$ cat src/rtl/ipsum_buffer.sv
`default_nettype none
// ============================================================================
// Module      : ipsum_buffer
// Description : Unpacks 32-bit GLB words into per-row 16-bit partial sums and
//               presents the full row vector to the PE array once filled.
// Revision    : 1.0
// ============================================================================
module ipsum_buffer #(
    parameter int ROW_NUM = 32,
    parameter int DATA_W  = 16,
    parameter int BUS_W   = 32
) (
    input  logic                      clk,
    input  logic                      reset,
    input  logic                      start,
    input  logic [5:0]                row_en,
    input  logic                      glb_valid,
    input  logic [BUS_W-1:0]          glb_data,
    output logic                      glb_ready,
    output logic                      ipsum_valid,
    input  logic                      consume,
    output logic [ROW_NUM*DATA_W-1:0] ipsum_out,
    output logic [4:0]                fill_cnt
);

    localparam logic [6:0] c_ROW_MAX = 7'(ROW_NUM);

    typedef enum logic [1:0] {
        S_IDLE = 2'd0,
        S_FILL = 2'd1,
        S_FULL = 2'd2
    } state_t;

    state_t                          state_q, state_d;
    logic [5:0]                      n_q, n_d;
    logic [4:0]                      last_q, last_d;
    logic [4:0]                      fill_cnt_q, fill_cnt_d;
    logic [ROW_NUM-1:0][DATA_W-1:0]  rows_q, rows_d;

    always_comb begin
        state_d    = state_q;
        n_d        = n_q;
        last_d     = last_q;
        fill_cnt_d = fill_cnt_q;
        rows_d     = rows_q;

        unique case (state_q)
            S_IDLE: begin
                if (start && (row_en != 6'd0) && ({1'b0, row_en} <= c_ROW_MAX)) begin
                    n_d        = row_en;
                    // Index of the final word: ceil(N/2) - 1
                    last_d     = 5'((row_en - 6'd1) >> 1);
                    fill_cnt_d = '0;
                    rows_d     = '0;
                    state_d    = S_FILL;
                end
            end
            S_FILL: begin
                // glb_ready is high throughout FILL, so glb_valid alone is the handshake
                if (glb_valid) begin
                    for (int r = 0; r < ROW_NUM; r++) begin
                        if (5'(r / 2) == fill_cnt_q) begin
                            if ((r % 2) == 0) begin
                                rows_d[r] = glb_data[BUS_W-1 -: DATA_W];
                            end else if (7'(r) < {1'b0, n_q}) begin
                                rows_d[r] = glb_data[DATA_W-1:0];
                            end
                        end
                    end
                    if (fill_cnt_q == last_q) begin
                        fill_cnt_d = '0;
                        state_d    = S_FULL;
                    end else begin
                        fill_cnt_d = fill_cnt_q + 5'd1;
                    end
                end
            end
            S_FULL: begin
                if (consume) begin
                    state_d = S_IDLE;
                end
            end
            default: begin
                state_d = S_IDLE;
            end
        endcase
    end

    always_ff @(posedge clk or posedge reset) begin
        if (reset) begin
            state_q    <= S_IDLE;
            n_q        <= '0;
            last_q     <= '0;
            fill_cnt_q <= '0;
            rows_q     <= '0;
        end else begin
            state_q    <= state_d;
            n_q        <= n_d;
            last_q     <= last_d;
            fill_cnt_q <= fill_cnt_d;
            rows_q     <= rows_d;
        end
    end

    assign glb_ready   = (state_q == S_FILL);
    assign ipsum_valid = (state_q == S_FULL);
    assign fill_cnt    = fill_cnt_q;
    assign ipsum_out   = rows_q;

endmodule
`default_nettype wire

$ cat config.mk
export PLATFORM = sky130hd
export DESIGN_NAME = ipsum_buffer
export DESIGN_NICKNAME = d
export VERILOG_FILES = /design/src/rtl/ipsum_buffer.sv
export SDC_FILE = /design/constraint.sdc
export NUM_CORES = 1
export LEC_CHECK = 0
export ABC_CLOCK_PERIOD_IN_PS = 16730
export CAP_MARGIN = 20
export CORE_UTILIZATION = 40
export DETAILED_ROUTE_END_ITERATION = 8
export HOLD_SLACK_MARGIN = 0.08
export PLACE_DENSITY = 0.8
export SETUP_SLACK_MARGIN = 0.4
export SLEW_MARGIN = 20
export SYNTH_ARGS = -nofsm -noshare
export SYNTH_HDL_FRONTEND = slang
export SYNTH_SLANG_ARGS = --single-unit
$ cat constraint.sdc
create_clock -name clk -period 16.73 [get_ports clk]
set_input_delay 1.673 -clock clk [delete_from_list [all_inputs] [get_ports clk]]
set_output_delay 1.673 -clock clk [all_outputs]
set_load 0.02 [all_outputs]
==> results of run 1 <==
## registers in the layout (all words and copies together) (netlist names)
| name | cells |
|---|---|
| fill_cnt | 5 |
| ipsum_out | 512 |
| last_q | 5 |
| n_q | 5 |
| state_q | 2 |
## worst max-delay path, stage by stage
cell             delay [ns]
clkdlybuf4s50_1        0.50
clkinvlp_4             0.66
buf_6                  0.68
buf_6                  0.68
buf_4                  0.82
## cells in the final DEF (no fill, tap or decap), drive strengths merged, types with 5 or more instances in the layout
| master | synthesis | layout |
|---|---|---|
| clkdlybuf4s50 | 0 | 561 |
| nand2 | 560 | 560 |
| o21ai | 552 | 552 |
| dfrtp | 529 | 529 |
| clkbuf | 76 | 76 |
| buf | 73 | 22 |
| inv | 11 | 13 |
| o211ai | 12 | 12 |
| nand2b | 9 | 9 |
| a21oi | 8 | 8 |
| nor2 | 7 | 7 |
| o22ai | 7 | 7 |
| ha | 6 | 6 |
| clkinv | 0 | 6 |
| xnor2 | 5 | 5 |
| clkinvlp | 0 | 5 |
## synthesized netlist by cell type (3+ instances only)
| master | n |
|---|---|
| mux2_2 | 3 |
| o21ai_1 | 56 |
| a21oi_1 | 8 |
| nor2_1 | 6 |
| nor3_1 | 4 |
| nand2_1 | 560 |
| buf_6 | 4 |
| xnor2_1 | 5 |
| clkbuf_1 | 75 |
| or2_2 | 4 |
| o21ai_2 | 12 |
| buf_2 | 63 |
| o31ai_1 | 3 |
| xor2_1 | 3 |
| dfrtp_1 | 529 |
| buf_4 | 5 |
| nand3_1 | 3 |
| o211ai_1 | 5 |
| ha_1 | 6 |
| o21ai_0 | 484 |
| o211ai_2 | 7 |
| inv_1 | 10 |
| nand2b_1 | 9 |
| o22ai_2 | 6 |
## layout make-up
cell class / count / area (um2) / share of cell area (%)
Sequential cell: 529 / 13200 / 48.4
Multi-Input combinational cell: 1210 / 5850 / 21.4
Timing Repair Buffer: 583 / 5820 / 21.3
Clock buffer: 76 / 1460 / 5.35
Tap cell: 656 / 821 / 3.00
Clock inverter: 14 / 120 / 0.439
Inverter: 11 / 47.5 / 0.174
## kinds of logic after synthesis
group | after synthesis | share of synthesized area, %
buffers and inverters | 160 | 3.78
muxes | 3 | 0.172
DFF | 529 | 67.2
xor gates and xnor gates | 8 | 0.356
and+or+nand+nor | 601 | 12.0
AOI/OAI and AO/OA | 592 | 16.1
adders and majority gates | 6 | 0.381
## metal layers
| metal | GRT usage [%] | wire length, um | vias up |
|---|---|---|---|
| li1 | - | - | 7280 |
| met2 | 42.7 | 31100 | 785 |
| met5 | 0 | 0 | - |
| met1 | 30.8 | 25000 | 7914 |
| met4 | 10.0 | 2250 | 0 |
| met3 | 8.96 | 6700 | 142 |
## per-stage QoR
step / utilization, % / hold slack [ns] / instance area (um2) / total power, mW
2_1_floorplan: - / 0.467 / 19700 / 3.62
3_3_place_gp: 53.2 / 0.461 / 25600 / 5.03
3_5_place_dp: 53.3 / 0.469 / 25600 / 5.14
4_1_cts: 56.6 / 0.482 / 27200 / 6.27
5_1_grt: 56.8 / 0.498 / 27400 / 6.60
6_report: 56.8 / 0.477 / 27400 / 6.28
## power breakdown
group          leakage [nW]  internal, mW  switching, mW
logic                  4.53          1.16           1.86
clock network         0.762         0.621          0.490
registers              6.76          1.82          0.328
total                  12.1          3.60           2.68
## how the worst min path moves through the flow
stage | slack (ns) | cells after the start | end | start
detailed placement | 0.47 | 2 | ipsum_out[293] | ipsum_out[293]
CTS | 0.48 | 2 | ipsum_out[293] | ipsum_out[293]
global placement | 0.46 | 2 | ipsum_out[147] | ipsum_out[147]
finish | 0.48 | 2 | ipsum_out[173] | ipsum_out[173]
floorplan | 0.47 | 2 | last_q[0] | last_q[0]
global route | 0.50 | 2 | ipsum_out[268] | ipsum_out[268]
==> run_results.csv, run 1 <==
group,metric,value,unit
grt,gr-total-overflow,0,
worst_setup_path,reg2reg_slack,13.34,ns
grt,grt_pass1_wl,97900,um
sta,fin_ws,12.04,ns
clock_network,cts-buffers-inserted,52,
routing,drc,0,
clock_network,cts_tree,"done",
routing,drtIter0Drc,1173,
power,powerDensity,230,mW/mm2
worst_setup_path,crit_fanout,89,
grt,first_global_vias,16200,
cells_and_area,area_delta_synth_final,38.9,%
flow_run,cap_violations,0,
yosys,syn_nets,1948,
routing,routed_via_density,5.24,
clock_network,cts_setup_buffers,0,
sta,rsz0062_at_grt,"false",
worst_setup_path,r2r_start,"state_q[1]",
yosys,ys_seq_area_share,67.2,%
sta,fmax,213,MHz
routing,vias,16100,
yosys,yosys.area.top_type,"dfrtp_1",
yosys,synth_area_per_cell,10.4,um2
place,gp_routability_congestion,0.884,
die,initial_core_util,40.9,%
yosys,syn_inst,1899,
status,status,"finished, final reports clean",
routing,wl_per_cell,21.1,um
place,dp_slack,10.77,ns
place,hpwl,45000,um
cells_and_area,fillers,3922,
worst_setup_path,crit_arrival,5.26,ns
worst_setup_path,worst_r2r_path_depth,7,
yosys,yosysWarnings,0,
grt,grt_usage,25.8,%
worst_setup_path,startpoint,"reset",
yosys,ys_ff_latch,529,
die,io_pins,562,
die,die-area,0.0501,mm2
die,die_x,224,um
cells_and_area,nNetsFinal,2436,
yosys,yosysUniqueCellTypes,49,
worst_setup_path,cp-end-kind,"async pin",
sta,slew_headroom,26.9,%
clock_network,path_clk_slew,0.06,ns
place,port_buffers,561,
yosys,synth_top_area_share,67.2,%
worst_setup_path,critPathKind,"in -> async",
sta,finalClockSkew,0.0321,ns
sta,tightest_slew,1.10,ns
die,dieHeight,224,um
clock_network,cts_root_buffer,"clkbuf_16",
sta,setup_violations,0,
worst_setup_path,rr_endpoint,"ipsum_out[281]",
place,dp_cells,2988,
clock_network,clk_latency,0.59,ns
clock_network,clock_path_buffers,3,
worst_setup_path,endpoint,"ipsum_out[126]",
sta,fin_crit_sh,28.0,%
power,p_leak,12.1,nW
cells_and_area,drive_gt1_share,5.74,%
die,row_count,80,
sta,hold_viol,0,
yosys,synth_area,0.0197,mm2
routing,drtAntennaViolNets,0,
power,ir_worst_vdd,0.000140,V
die,coreArea,0.0481,mm2
clock_network,cts.sinks,529,
yosys,netlist_top_cells_area,"dfrtp_1 (67%), o21ai_0 (12%), nand2_1 (11%)",
yosys,synthArstFlopShare,100,%
grt,grt_max_degree,180,
routing,first_pass_iters,5,
hold_path,min_path_type,"reg -> reg",
clock_network,cts_htree_levels,2,
worst_setup_path,required,17.30,ns
yosys,synth-edff-count,0,
worst_setup_path,critPathLaunchType,"input pin",
routing,wl,65100,um
cells_and_area,diodes,0,
sta,tns,0,ns
clock_network,hold_buffers,0,
yosys,ys.flop_type,"dfrtp_1",
sta,slew_violations,0,
grt,antenna_found_initial,0,
cells_and_area,layoutNonFillerInstCount,3079,
clock_network,post_cts_resized,0,
sta,period_needed,4.69,ns
Power figures use the tool's default switching activity.
==> run 2: changes to the inputs <==
Settings changed: ABC_CLOCK_PERIOD_IN_PS 16730 to 4300.
Clock period 16.73 ns to 4.3 ns, I/O delays scaled along.
==> run_results.csv, run 2 (synthesized netlist as in run 1, its figures left out) <==
group,metric,value,unit
worst_setup_path,critPathMaxStageDelay,0.87,ns
cells_and_area,area_delta_synth_final,40.6,%
worst_setup_path,path_cells,"nand2b_1 > inv_4 > and2_2 > o211ai_1 > buf_4 > o21ai_0",
routing,wl,66100,um
sta,fmax,308,MHz
place,port_buffers,561,
die,die_x,224,um
worst_setup_path,slowest_stage,"and2_2",
clock_network,clk_latency,0.58,ns
sta,tns,0,ns
cells_and_area,fillers,3837,
worst_setup_path,crit_arrival,3.69,ns
routing,drtIter0Drc,1224,
grt,antenna_found_initial,0,
sta,rsz0062_at_grt,"false",
power,p_leak,12.3,nW
sta,slew_violations,0,
power,ir_worst_vdd,0.000524,V
clock_network,clock_path_buffers,3,
sta,timing.hold.ws,0.420,ns
sta,tightest_slew,1.08,ns
clock_network,path_clk_slew,0.06,ns
clock_network,cts_setup_buffers,0,
hold_path,min_path_type,"in -> async",
routing,vias,16400,
cells_and_area,multiInputGateArea,0.00574,mm2
die,row_count,80,
flow_run,cap_violations,0,
grt,first_global_vias,16400,
clock_network,cts.sinks,529,
routing,routed_via_density,5.26,
place,hpwl,45600,um
sta,period_needed,3.24,ns
cells_and_area,regArea,0.0132,mm2
routing,first_pass_iters,6,
grt,gr-total-overflow,0,
cells_and_area,drive_gt1_share,7.33,%
die,coreArea,0.0481,mm2
sta,setup_violations,0,
worst_setup_path,required,4.75,ns
die,dieHeight,224,um
grt,grt_pass1_wl,99000,um
place,gp_routability_congestion,0.865,
clock_network,cts_root_buffer,"clkbuf_16",
cells_and_area,final_cell_mix,"clkdlybuf4s50_1 (561), nand2_1 (560), dfrtp_1 (529)",
routing,wl_per_cell,21.2,um
clock_network,post_cts_resized,0,
die,initial_core_util,40.9,%
sta,finalClockSkew,0.0103,ns
clock_network,cts_htree_levels,2,
worst_setup_path,critPathLaunchType,"flip-flop",
worst_setup_path,cp-end-kind,"flip-flop",
clock_network,hold_buffers,0,
die,io_pins,562,
grt,grt_max_degree,126,
clock_network,cts_tree,"done",
routing,drc,0,
clock_network,cts-buffers-inserted,52,
sta,fin_crit_sh,75.4,%
routing,drtAntennaViolNets,0,
die,die-area,0.0501,mm2
cells_and_area,nNetsFinal,2460,
cells_and_area,layout_commonest_cell,"clkdlybuf4s50_1",
grt,grt_usage,26.2,%
cells_and_area,largest_reg_flops,512,
sta,slew_headroom,27.5,%
sta,hold_viol,0,
worst_setup_path,critPathKind,"reg -> reg",
power,powerDensity,899,mW/mm2
status,status,"finished, final reports clean",
worst_setup_path,crit_fanout,36,
## run 2: final timing paths
kind	from	to	slack, ns	depth (start not counted)
worst max-delay path	state_q[1]	ipsum_out[148]	1.06	6
worst min-delay path	reset	ipsum_out[134]	0.42	2
worst max register to register	state_q[1]	ipsum_out[148]	1.06	6
worst min register to register	ipsum_out[45]	ipsum_out[45]	0.47	2
max in group asynchronous	reset	ipsum_out[50]	2.50	3
min in group clk	ipsum_out[45]	ipsum_out[45]	0.47	2
## run 2: area by class of cell
class	instances	area share (%)
clock inverter	18	0.836
tap	656	2.97
clock buffer	80	5.77
inverter	11	0.172
sequential	529	47.8
timing repair buffer	607	21.7
multi-input combinational	1210	20.7
antenna	2	0.0181
## run 2: worst max-delay path: cells and delay by family (launching register included)
kind,cells,cell delay (ns)
flip-flops,1,0.45
AND/OR/NAND/NOR,2,1.30
buffers and inverters,2,0.71
AO/OA/AOI/OAI,2,0.59
## run 2: stage by stage
| step | cell area (um2) | power (mW) | cells | setup WS, ns | utilization [%] |
|---|---|---|---|---|---|
| after CTS | 27700 | 24.9 | 3111 | 1.08 | 57.5 |
| after global routing | 27700 | 26.1 | 3111 | 0.908 | 57.5 |
| after floorplan | 19700 | 14.1 | 1899 | -3.32 | - |
| after detailed placement | 25800 | 20.1 | 3013 | 0.715 | 53.7 |
| final | 27700 | 24.9 | 3113 | 1.06 | 57.5 |
| after global placement | 25800 | 19.7 | 3013 | 0.863 | 53.7 |
## run 2: layer usage
layer	part of all wire (%)	global-route usage [%]	routed length (um)
met4	3.6	11.3	2380
met5	0	0	0
met2	48	43.1	31700
met3	10	8.71	6870
met1	38	31.5	25100
## run 2: where the power goes
part / total, mW / switching (mW) / internal, mW / leakage [nW]
clock: 4.76 / 1.96 / 2.81 / 0.910
sequential: 8.36 / 1.27 / 7.09 / 6.76
combinational: 11.8 / 7.22 / 4.54 / 4.65
total: 24.9 / 10.4 / 14.4 / 12.3
